### src/rtl/l2dr_req_arb.sv
// l2dr_req_arb: shares the L2-to-directory request channel between the L2
// cache (even node id) and the L2TLB (odd node id). Requests go through
// round-robin arbitration, and each requester has a limit on outstanding
// requests. Directory snacks are steered back by node-id parity.
module l2dr_req_arb #(
  parameter int REQ_W         = 64,
  parameter int SNACK_W       = 64,
  parameter int REQ_NID_LSB   = 0,
  parameter int SNACK_NID_LSB = 0,
  parameter int MAX_OUT       = 4
) (
  input  logic               clk,
  input  logic               reset,
  input  logic               l2_req_valid,
  output logic               l2_req_retry,
  input  logic [REQ_W-1:0]   l2_req,
  input  logic               tlb_req_valid,
  output logic               tlb_req_retry,
  input  logic [REQ_W-1:0]   tlb_req,
  output logic               l2todr_req_valid,
  input  logic               l2todr_req_retry,
  output logic [REQ_W-1:0]   l2todr_req,
  input  logic               drtol2_snack_valid,
  output logic               drtol2_snack_retry,
  input  logic [SNACK_W-1:0] drtol2_snack,
  output logic               l2_snack_valid,
  input  logic               l2_snack_retry,
  output logic [SNACK_W-1:0] l2_snack,
  output logic               tlb_snack_valid,
  input  logic               tlb_snack_retry,
  output logic [SNACK_W-1:0] tlb_snack,
  output logic               err_underflow
);

  localparam logic [3:0] LP_MAX_OUT = 4'(MAX_OUT);

  // rr encoding: 0 favours L2, 1 favours L2TLB
  logic               r_rr;
  logic [3:0]         r_l2_out;
  logic [3:0]         r_tlb_out;
  logic               r_req_valid;
  logic [REQ_W-1:0]   r_req;
  logic               r_snk_valid;
  logic               r_snk_dst;
  logic [SNACK_W-1:0] r_snk;
  logic               r_err;

  logic               w_req_load;
  logic               w_l2_elig;
  logic               w_tlb_elig;
  logic               w_gnt_l2;
  logic               w_gnt_tlb;
  logic               w_l2_xfer;
  logic               w_tlb_xfer;
  logic [REQ_W-1:0]   w_req_next;
  logic               w_snk_drain;
  logic               w_snk_in;
  logic               w_l2_dec;
  logic               w_tlb_dec;
  logic               w_underflow;

  // Arbitration, retries and the tagged payload for the output register
  always_comb begin
    w_req_load  = ~r_req_valid | ~l2todr_req_retry;
    // Eligibility uses registered counts, so a same-cycle snack does not unblock
    w_l2_elig   = l2_req_valid  & (r_l2_out  < LP_MAX_OUT);
    w_tlb_elig  = tlb_req_valid & (r_tlb_out < LP_MAX_OUT);
    w_gnt_l2    = w_l2_elig  & (~w_tlb_elig | ~r_rr);
    w_gnt_tlb   = w_tlb_elig & (~w_l2_elig  |  r_rr);
    w_l2_xfer   = w_gnt_l2  & w_req_load;
    w_tlb_xfer  = w_gnt_tlb & w_req_load;
    // Retries read 0 while reset is held
    l2_req_retry  = reset & ~w_l2_xfer;
    tlb_req_retry = reset & ~w_tlb_xfer;
    w_req_next  = w_gnt_tlb ? tlb_req : l2_req;
    w_req_next[REQ_NID_LSB] = w_gnt_tlb;
  end

  // Snack buffer handshake and counter decrement/underflow decisions
  always_comb begin
    w_snk_drain = r_snk_valid & (r_snk_dst ? ~tlb_snack_retry : ~l2_snack_retry);
    drtol2_snack_retry = r_snk_valid & ~w_snk_drain;
    w_snk_in    = drtol2_snack_valid & ~drtol2_snack_retry;
    w_l2_dec    = w_snk_drain & ~r_snk_dst & (r_l2_out  != 4'd0);
    w_tlb_dec   = w_snk_drain &  r_snk_dst & (r_tlb_out != 4'd0);
    w_underflow = w_snk_drain & (r_snk_dst ? (r_tlb_out == 4'd0) : (r_l2_out == 4'd0));
  end

  // Request output register and round-robin pointer
  always_ff @(posedge clk or negedge reset) begin
    if (!reset) begin
      r_req_valid <= 1'b0;
      r_req       <= '0;
      r_rr        <= 1'b0;
    end else begin
      if (w_l2_xfer || w_tlb_xfer) begin
        r_req_valid <= 1'b1;
        r_req       <= w_req_next;
        r_rr        <= w_l2_xfer;
      end else if (w_req_load) begin
        r_req_valid <= 1'b0;
      end
    end
  end

  // Snack buffer; destination is latched from the node-id parity bit
  always_ff @(posedge clk or negedge reset) begin
    if (!reset) begin
      r_snk_valid <= 1'b0;
      r_snk_dst   <= 1'b0;
      r_snk       <= '0;
    end else begin
      if (w_snk_in) begin
        r_snk_valid <= 1'b1;
        r_snk_dst   <= drtol2_snack[SNACK_NID_LSB];
        r_snk       <= drtol2_snack;
      end else if (w_snk_drain) begin
        r_snk_valid <= 1'b0;
      end
    end
  end

  // Outstanding counters; a simultaneous increment and decrement cancel
  always_ff @(posedge clk or negedge reset) begin
    if (!reset) begin
      r_l2_out  <= 4'd0;
      r_tlb_out <= 4'd0;
    end else begin
      case ({w_l2_xfer, w_l2_dec})
        2'b10:   r_l2_out <= r_l2_out + 4'd1;
        2'b01:   r_l2_out <= r_l2_out - 4'd1;
        default: r_l2_out <= r_l2_out;
      endcase
      case ({w_tlb_xfer, w_tlb_dec})
        2'b10:   r_tlb_out <= r_tlb_out + 4'd1;
        2'b01:   r_tlb_out <= r_tlb_out - 4'd1;
        default: r_tlb_out <= r_tlb_out;
      endcase
    end
  end

  // Sticky underflow flag, cleared only by reset
  always_ff @(posedge clk or negedge reset) begin
    if (!reset) r_err <= 1'b0;
    else if (w_underflow) r_err <= 1'b1;
  end

  assign l2todr_req_valid = r_req_valid;
  assign l2todr_req       = r_req;
  assign l2_snack_valid   = r_snk_valid & ~r_snk_dst;
  assign tlb_snack_valid  = r_snk_valid &  r_snk_dst;
  assign l2_snack         = r_snk;
  assign tlb_snack        = r_snk;
  assign err_underflow    = r_err;

endmodule

### config.mk
export PLATFORM = sky130hd
export DESIGN_NAME = l2dr_req_arb
export DESIGN_NICKNAME = d
export VERILOG_FILES = /design/src/rtl/l2dr_req_arb.sv
export SDC_FILE = /design/constraint.sdc
export NUM_CORES = 1
export LEC_CHECK = 0
export CORE_AREA = 2 2 156 158
export DETAILED_ROUTE_END_ITERATION = 7
export DIE_AREA = 0 0 158 160
export GPL_ROUTABILITY_DRIVEN = 0
export PLACE_DENSITY = 0.68
export SLEW_MARGIN = 5
export SYNTH_ARGS = -nofsm -noshare
export SYNTH_HDL_FRONTEND = slang
export SYNTH_SLANG_ARGS = --single-unit
### constraint.sdc
create_clock -name clk -period 3.9 [get_ports clk]
set_clock_uncertainty 0.2 [all_clocks]
set_input_delay 1.17 -clock clk [delete_from_list [all_inputs] [get_ports clk]]
set_output_delay 1.17 -clock clk [all_outputs]
set_load 0.02 [all_outputs]
# Yosys cells after proc, flatten, opt, wreduce, memory -nomap -nowiden
# Cells that the tools add are included.
# totals
reg_bits	141
latchBits	0
mem_bits_rw	0
rom_bits	0
memories	0
# op_classes
addsub	4
n_mul	0
div_mod_pow	0
magnitude_cmp	2
eq_ne	4
shift	0
n_mux	9
bitwise	33
n_reduce_logical	9
# op_table
operator	count
$mux 64	1
$and 1x1->1	18
$pmux 4 s2	2
$not 1->1	12
$add 4x1->4 const B	2
$logic_not 4->1	2
$lt 4x3->1 const B	2
$reduce_bool 2->1	4
$reduce_bool 4->1	2
$sub 4x1->4 const B	2
$mux 1	6
$eq 2x1->1 const B	2
$eq 2x2->1 const B	2
$or 1x1->1	3
$logic_or 1x1->1	1

# Longest topological paths before layout
# logic_depth
depth_word	8
depth_mapped	12

# Worst setup path after synthesis
# OpenSTA, ideal clock, no wires.
# synth_path
path_kind	in2out
startpoint	input port tlb_req_valid
endpoint	output port tlb_req_retry
arrival_time_ns	2.273
required_time_ns	2.530
slack_ns	0.257
stages	6
cell_sequence	nor3b_4 -> a21boi_2 -> buf_6 -> buf_8 -> nand2_1 -> and2_1
# synth_via
elab_chain_cells	5
# synth_rtl
item	line_no	source
start: declaration	17	input logic tlb_req_valid,
$and 1x1->1	67	w_tlb_elig = tlb_req_valid & (r_tlb_out < LP_MAX_OUT);
$and 1x1->1	69	w_gnt_tlb = w_tlb_elig & (~w_l2_elig | r_rr);
$and 1x1->1	71	w_tlb_xfer = w_gnt_tlb & w_req_load;
$not 1->1	74	tlb_req_retry = reset & ~w_tlb_xfer;
$and 1x1->1	74	
end: declaration	18	output logic tlb_req_retry,
# No other way between the ends.

# Final worst setup path
# layout_path
startpoint	input port l2_req_valid
endpoint	output port tlb_req_retry
# layout_via
elab_chain_cells	7
# layout_rtl
item	line_no	source
start: declaration	14	input logic l2_req_valid,
$and 1x1->1	66	w_l2_elig = l2_req_valid & (r_l2_out < LP_MAX_OUT);
$not 1->1	69	
$or 1x1->1	69	
$and 1x1->1	69	
$and 1x1->1	71	
$not 1->1	74	
$and 1x1->1	74	
# No other way between the ends.

==> flow_summary_export.csv <==
group,metric,value,unit
critical_path,cp-start-kind,"input port",
floorplanning,fp.dieW,158,um
floorplanning,rows,57,
cts,holdBufCountCts,0,
route,ant_nets,0,
sta,hold_viol,0,
critical_path,cpMaxStageDelayCell,"clkdlybuf4s50_1",
route,drtIter0Drc,144,
synth,synth_warnings,0,
placed_design,placed_area,10400,sq um
global_route,first_global_vias,5295,
cts,cts_made_buffers,17,
route,via_count,5252,
synth,syn-num-nets,757,
synth,netlist.area_leader.share,53.3,%
finish,fin_area,11000,sq um
global_route,grtUsageTotal,16.0,%
global_route,antenna_found_initial,1,
synth,netlist_area,6580,sq um
placed_design,portBuffers,396,
cts,cts.clk_slew.worst_paths,0.06,ns
critical_path,rrSetupSlack,1.25,ns
synth,synth_ff_type,"dfrtp_1",
finish,layout-drive-gt1-share,13.3,%
route,drtPass1Iterations,4,
floorplanning,core-area,23800,sq um
power_and_ir_drop,vdd_drop_max,299,uV
synth,ys_top_cells_by_area,"dfrtp_1 (53%), mux2_2 (11%), mux2i_1 (9.7%)",
run_status,status,"finished, final reports clean",
sta,clock.fmax,263,MHz
floorplanning,initial_core_util,27.6,%
sta,finalSetupViolations,0,
flow_run,maxCapViolCount,0,
route,drc_errors,0,
sta,fin_crit_sh,97.7,%
floorplanning,die_y,160,um
finish,final_util,46.3,%
sta,rsz0062_at_grt,"no",
floorplanning,io_pins,399,
route,routed.top_layer,"met5",
critical_path,reg2reg_from,"r_tlb_out[2]",
critical_path,cp_cell_sequence,"clkdlybuf4s50_1 > nor3b_2 > buf_4 > a21boi_4 > nand2_1 > and2_1 > buf_2",
critical_path,cp.buffers_inverters,3,
min_path,hold_path_depth,1,
critical_path,cpLargestDelayFamily,"buffers and inverters",
route,wl_per_cell,16.8,um
synth,yosys.area.top_type,"dfrtp_1",
cts,cts_tree,"done",
cts,post_cts_buffers,0,
min_path,min_from,"err_underflow",
critical_path,critPathKind,"input port to output pin",
finish,n_antenna_cell,0,
cts,clock-sinks,140,
placed_design,hpwl,15900,um
synth,yosysSeqAreaShare,53.3,%
sta,drv_slew,0,
sta,tightest_slew,0.965,ns
finish,fillers,2276,
critical_path,slowest_delay,0.40,ns
synth,avgSynthCellArea,11.9,sq um
synth,ys_types,36,
placed_design,place_inst,1196,
critical_path,rr_worst_depth,6,
cts,insertion_delay,0.41,ns
synth,synthArstFlopShare,100,%
global_route,grt_max_degree,127,
synth,ys_ff_latch,140,
cts,ctsHtreeMaxLevel,4,
finish,area_growth,67.7,%
power_and_ir_drop,power.total,7.73,mW
critical_path,worstPathMaxFanout,3,
route,wl_met1,8210,um
placed_design,pre_cts_slack,-0.316,ns
sta,slew_headroom,35.6,%
critical_path,path_depth,7,
route,dr_wl_met2,9850,um
cts,root_buffer,"clkbuf_16",
synth,synthTopCellsByCount,"dfrtp_1 (140), nand2_1 (69), buf_4 (67), mux2_2 (67), mux2i_1 (64)",
critical_path,crit_required,2.53,ns
route,vias_per_cell,4.28,
critical_path,crit_start,"l2_req_valid",
finish,nets,1097,
synth,yosysMostFrequentCell,"dfrtp_1",
route,finalWirelength,20600,um
sta,tns,0,ns
finish,stdcell_count,1228,
critical_path,cp_data_arrival_time,2.44,ns
synth,syn_inst,551,
global_route,grt_overflow,0,
route,wl_met3,2360,um
power_and_ir_drop,p_per_area,701,nW/um^2
floorplanning,design.die.area,25300,sq um
cts,cts_buffer_depth,2,
power_and_ir_drop,power_leakage,4.49,nW
global_route,grt_pass1_wl,30600,um
sta,hold_ws,0.277,ns
sta,post-route-min-period,3.81,ns
synth,synth-edff-count,0,
sta,layout_setup_ws,0.0908,ns
critical_path,worstSetupEndpointType,"output pin",
min_path,hp-class,"flip-flop to flip-flop",
## kinds of logic after synthesis
logic type / synth area share [%]
compound gates: 6.32
xor+xnor: 1.33
fa+ha+maj: 1.14
buf+inv: 10.3
flops: 53.3
mux: 21.2
simple gates: 6.43
## metal layers
| metal | track usage [%] | vias to the layer above |
|---|---|---|
| met4 | 3.89 | 2 |
| met1 | 18.5 | 2472 |
| met3 | 7.54 | 12 |
| met2 | 26.7 | 251 |
| li1 | - | 2515 |
| met5 | 0 | - |
## state kept, by name, summed over array words and instances, names as in the netlist
register / flops
r_tlb_out: 4
l2todr_req_valid: 1
r_snk_valid: 1
r_l2_out: 4
l2todr_req: 64
err_underflow: 1
l2_snack: 64
r_rr: 1
## final cells by class
type	instances	area [sq um]	area share, %
timing repair buffer	412	4100	37.2
sequential	140	3500	31.8
multi-input combinational	317	2410	21.9
clock buffer	20	437	3.96
tap	324	405	3.68
clock inverter	12	163	1.47
inverter	3	11.3	0.102
## layout by cell type (no fill, tap or decap), drive strengths merged, types with 2 or more instances in the layout
| master | count |
|---|---|
| clkdlybuf4s50 | 392 |
| dfrtp | 140 |
| nand2 | 70 |
| mux2 | 67 |
| mux2i | 64 |
| o21ai | 64 |
| clkbuf | 20 |
| buf | 19 |
| xor2 | 8 |
| nor2 | 6 |
| ha | 6 |
| inv | 6 |
| a21oi | 5 |
| nor4b | 4 |
| clkinv | 4 |
| bufinv | 3 |
| nor3 | 2 |
| nor2b | 2 |
| nand2b | 2 |
| and2 | 2 |
| xnor2 | 2 |
| a31oi | 2 |
| clkinvlp | 2 |
| nor3b | 2 |
## power breakdown
part	internal (mW)	leakage (nW)	total, mW	switching [mW]
logic	1.82	2.54	3.68	1.86
registers	1.99	1.67	2.38	0.394
clock network	1.01	0.286	1.67	0.650
## repair_timing
action / 4_1_cts / 5_1_grt
endpoints found under the setup margin: 3 / 1
pin swaps: 0 / 0
cloned: 0 / 0
resized for setup: 8 / 1
endpoints found under the hold margin: 0 / 0
## final timing paths
path                                  end
max                         tlb_req_retry
min                         err_underflow
max reg2reg                l2todr_req[54]
min reg2reg                 err_underflow
max in group asynchronous   l2todr_req[3]
min in group asynchronous            r_rr
Note: power is estimated with default switching activity, not from simulation.
